## src/rtl/mult_accum_core.sv

```systemverilog
// Three-stage signed multiply-accumulate: operand registers, product register, accumulator.
// Optional macro MULT_ACCUM_CORE_SAT_EN makes the accumulator saturate instead of wrap.
module mult_accum_core #(
    parameter int unsigned DATA_W = 9,
    parameter int unsigned ACC_W  = 18
) (
    input  logic              clock0,
    input  logic              rstn,
    input  logic [DATA_W-1:0] dataa,
    input  logic [DATA_W-1:0] datab,
    output logic [ACC_W-1:0]  result
);

    localparam int unsigned PROD_W = 2 * DATA_W;

    logic signed [DATA_W-1:0] a_q;
    logic signed [DATA_W-1:0] b_q;
    logic signed [PROD_W-1:0] prod_q;
    logic signed [ACC_W-1:0]  acc_q;
    logic signed [ACC_W-1:0]  prod_ext_c;
    logic signed [ACC_W-1:0]  acc_nxt_c;

    // Product is full precision; widen both operands before multiplying
    always_ff @(posedge clock0 or negedge rstn) begin
        if (!rstn) begin
            a_q    <= '0;
            b_q    <= '0;
            prod_q <= '0;
            acc_q  <= '0;
        end else begin
            a_q    <= $signed(dataa);
            b_q    <= $signed(datab);
            prod_q <= PROD_W'(a_q) * PROD_W'(b_q);
            acc_q  <= acc_nxt_c;
        end
    end

`ifdef MULT_ACCUM_CORE_SAT_EN
    logic signed [ACC_W:0] sum_wide_c;

    // One guard bit detects overflow; clamp toward the sign of the true sum
    always_comb begin
        prod_ext_c = ACC_W'(prod_q);
        sum_wide_c = (ACC_W+1)'(acc_q) + (ACC_W+1)'(prod_ext_c);
        acc_nxt_c  = sum_wide_c[ACC_W-1:0];
        if (sum_wide_c[ACC_W] != sum_wide_c[ACC_W-1]) begin
            if (sum_wide_c[ACC_W]) begin
                acc_nxt_c = {1'b1, {(ACC_W-1){1'b0}}};
            end else begin
                acc_nxt_c = {1'b0, {(ACC_W-1){1'b1}}};
            end
        end
    end
`else
    // Plain two's complement wrap
    always_comb begin
        prod_ext_c = ACC_W'(prod_q);
        acc_nxt_c  = acc_q + prod_ext_c;
    end
`endif

    assign result = acc_q;

endmodule

```

## config.mk

```make
export PLATFORM = sky130hd
export DESIGN_NAME = mult_accum_core
export DESIGN_NICKNAME = d
export VERILOG_FILES = /design/src/rtl/mult_accum_core.sv
export SDC_FILE = /design/constraint.sdc
export NUM_CORES = 1
export LEC_CHECK = 0
export BUFFER_PORTS_ARGS = -buffer_cell sky130_fd_sc_hd__buf_2
export CORE_UTILIZATION = 62
export CTS_CLUSTER_SIZE = 8
export DETAILED_ROUTE_END_ITERATION = 8
export HOLD_SLACK_MARGIN = 0.06
export PLACE_DENSITY = 0.89
export SLEW_MARGIN = 5
export SYNTH_ARGS = -nofsm -noshare
export SYNTH_HDL_FRONTEND = slang
export SYNTH_SLANG_ARGS = --single-unit
export TNS_END_PERCENT = 20
```

## constraint.sdc

```tcl
create_clock -name clock0 -period 5.3 [get_ports clock0]
set_clock_uncertainty 0.05 [all_clocks]
set_input_delay 0.795 -clock clock0 [delete_from_list [all_inputs] [get_ports clock0]]
set_output_delay 0.795 -clock clock0 [all_outputs]
set_load 0.01 [all_outputs]
```

==> flow_summary.json <==
{
  "htree_levels": 2,
  "tightestPinTransition_ns": 0.662,
  "synth_cells": 479,
  "hold_ws_ns": 0.429,
  "chipHeight_um": 92.4,
  "async_flop_share_pct": 100,
  "globalRouteMet2Util_pct": 41.2,
  "numCtsBuffers": 5,
  "insertedDiodeCount": 0,
  "report.final.setup_viol": 0,
  "p_sw_mw": 1.60,
  "top_usage_layer": "met2",
  "place_hpwl_um": 7710,
  "period_share_pct": 93.5,
  "antenna_left": 0,
  "cpMostUsedCell": "fa_1",
  "start_kind": "flip-flop",
  "crit_start": "b_q[1]",
  "comb_power_share_pct": 72.3,
  "crit_path_end_kind": "flip-flop",
  "grt_setup_unrepaired": "false",
  "hold_path_class": "flip-flop to flip-flop",
  "drt-total-wl_um": 9110,
  "synth_ff_type": "dfrtp_1",
  "crit_family": "adder cells",
  "routedWlPerCell_um": 14.7,
  "placed_cells": 611,
  "slowest_delay_ns": 0.54,
  "dr.pass1.iters": 4,
  "insertion_delay_ns": 0.31,
  "synth_cell_types": 36,
  "placementRows": 32,
  "globalRouteTotalUtil_pct": 23.1,
  "ir_drop_uv": 320,
  "power_leakage_nw": 2.77,
  "swShare_pct": 45.5,
  "synthMostInstantiatedCell": "inv_1",
  "fmax_ghz": 0.202,
  "synth_edf_count": 0,
  "min_from": "prod_ext_c[0]",
  "via_count": 3309,
  "outcome": "finished, final reports clean",
  "grt_max_degree": 55,
  "synthesis.nets": 625,
  "dieArea_mm2": 0.00853,
  "layout.nets": 662,
  "clkSinkCount": 54,
  "relSlewSlack_pct": 55.9,
  "syn_area_mm2": 0.00506,
  "power_density_mw_per_mm2": 641,
  "cts_tree": "done",
  "final_hold_viol_count": 0,
  "path_max_fanout": 9,
  "start_util_pct": 64.8,
  "ys_seq_area_share_pct": 26.7,
  "gp_congestion": 0.913,
  "cts-root-buf": "clkbuf_8",
  "slew_viol_final": 0,
  "hold_buffers": 0,
  "grt_pass1_wl_um": 15400,
  "ios": 38,
  "syn_area_per_cell_um2": 10.6,
  "met3_usage_pct": 3.45,
  "cp.required_ns": 5.44,
  "power.share.clock_pct": 8.5,
  "p_int_mw": 1.91,
  "met1_usage_pct": 28.2,
  "drc": 0,
  "seqPwrFrac_pct": 19.3,
  "yosysTopAreaCell": "fa_1",
  "instances_no_fill": 619,
  "power_mw": 3.51,
  "yosys_warnings": 0,
  "cts-resized-gates": 0,
  "core_area_mm2": 0.00781,
  "synth_top_area_share_pct": 28.1,
  "cts_max_path_buffers": 2,
  "synthTopCellsByCount": "inv_1, fa_1, ha_1, dfrtp_1, nand2_1",
  "drive_gt1_share_pct": 11.4,
  "slowest_stage": "fa_1",
  "ys_seq_elements": 54,
  "grt_pass1_vias": 3607,
  "drtIter0Drc": 128,
  "syn_to_final_growth_pct": 8.13,
  "io_buffers": 37,
  "via_per_inst": 5.35,
  "cp_num_buf_inv": 3,
  "fin_crit_ns": 4.96,
  "cts_setup_buffers": 0,
  "path_cells": "nand2_1, fa_1, inv_1, fa_1, inv_1, fa_1, inv_1, fa_1, fa_1, ha_1, nand2_1, o21ai_1, o41a_1, o21a_1, o21ai_1, a21boi_0, xor2_1",
  "drv_cap": 0,
  "tns_ns": 0,
  "grt_antenna_before_repair": 0,
  "path_clk_slew_ns": 0.10,
  "r2r_start": "b_q[1]",
  "ys_top_cells_by_area": "fa_1, dfrtp_1, ha_1",
  "arrival_ns": 5.10,
  "path_class": "flip-flop to flip-flop",
  "overflow": 0,
  "fp.dieW_um": 92.4
}
[registers in the layout (all words and copies together), names as in the netlist]
| name | count |
|---|---|
| prod_ext_c | 18 |
| b_q | 9 |
| a_q | 9 |
| result | 18 |
[through the flow]
| step | util (%) | worst slack, ns | area [um^2] |
|---|---|---|---|
| detailed placement | 68.6 | 0.380 | 5350 |
| CTS | 70.1 | 0.360 | 5470 |
| global route | 70.1 | 0.108 | 5470 |
| floorplan | - | 0.638 | 5060 |
| finish | 70.1 | 0.343 | 5470 |
| global placement | 68.6 | 0.595 | 5350 |
[cells in the final DEF (no fill, tap or decap), types with 2 or more instances in the layout]
cell type | netlist | layout
inv_1 | 77 | 77
fa_1 | 71 | 71
ha_1 | 55 | 55
dfrtp_1 | 54 | 54
nand2_1 | 53 | 53
buf_2 | 0 | 37
and2_1 | 32 | 32
nor2_1 | 28 | 28
xnor2_1 | 27 | 27
o21ai_0 | 9 | 9
a21oi_1 | 8 | 8
o21a_1 | 7 | 7
nor3_1 | 6 | 6
clkbuf_8 | 0 | 6
nand2b_1 | 5 | 5
xor2_1 | 5 | 5
o21ai_1 | 4 | 4
a21oi_2 | 4 | 4
a21o_1 | 3 | 3
o211ai_2 | 2 | 2
a31oi_1 | 2 | 2
a211oi_2 | 2 | 2
a21boi_1 | 2 | 2
nor2b_1 | 2 | 2
[cell type report]
cell class	count	area, um^2
multi-input cells	340	3390
repair buffers	38	193
well taps	102	128
clock inverters	2	38.8
fillers	537	2330
flip-flops and latches	54	1350
clock buffers	6	82.6
inverters	77	289
[power by group through the flow]
stage	clock network [mW]	registers (mW)	logic, mW
floorplan	0	0.699	1.93
finish	0.297	0.676	2.54
global route	0.314	0.691	2.85
detailed placement	0	0.687	2.50
global placement	0	0.680	2.33
CTS	0.300	0.678	2.55
[layer usage]
metal | share of wire, % | vias to the layer above | wire (um)
li1 | - | 1571 | -
met1 | 40 | 1627 | 3620
met2 | 53 | 85 | 4800
met3 | 4.5 | 26 | 410
met4 | 3.1 | 0 | 284
met5 | 0 | - | 0
[worst reg2reg max path, delay by kind of cell (launching register included)]
kind                     cells  cell delay, ns
flip-flops                   1            0.52
AND/OR/NAND/NOR              2            0.22
adder cells (fa/ha/maj)      6            2.74
XOR/XNOR                     1            0.17
buffers and inverters        3            0.16
AO/OA/AOI/OAI                5            1.00
[logic make-up (layout without fill, tap and decap cells)]
| family | after synthesis | count (layout) | share of synthesized area [%] |
|---|---|---|---|
| adder cells (fa/ha/maj) | 126 | 126 | 41.7 |
| AO/OA/AOI/OAI | 50 | 50 | 7.34 |
| buffers and inverters | 85 | 123 | 6.30 |
| flip-flops | 54 | 54 | 26.7 |
| AND/OR/NAND/NOR | 132 | 132 | 12.5 |
| XOR/XNOR | 32 | 32 | 5.54 |
[worst paths after layout]
kind / slack (ns) / cells past startpoint / to
hold reg to reg: 0.43 / 1 / result[0]
setup / recovery: 0.34 / 17 / prod_ext_c[16]
setup reg to reg: 0.34 / 17 / prod_ext_c[16]
min in group asynchronous: 0.53 / 2 / result[15]
hold / removal: 0.43 / 1 / result[0]
max in group asynchronous: 4.22 / 2 / a_q[0]
Power figures use the tool's default switching activity.
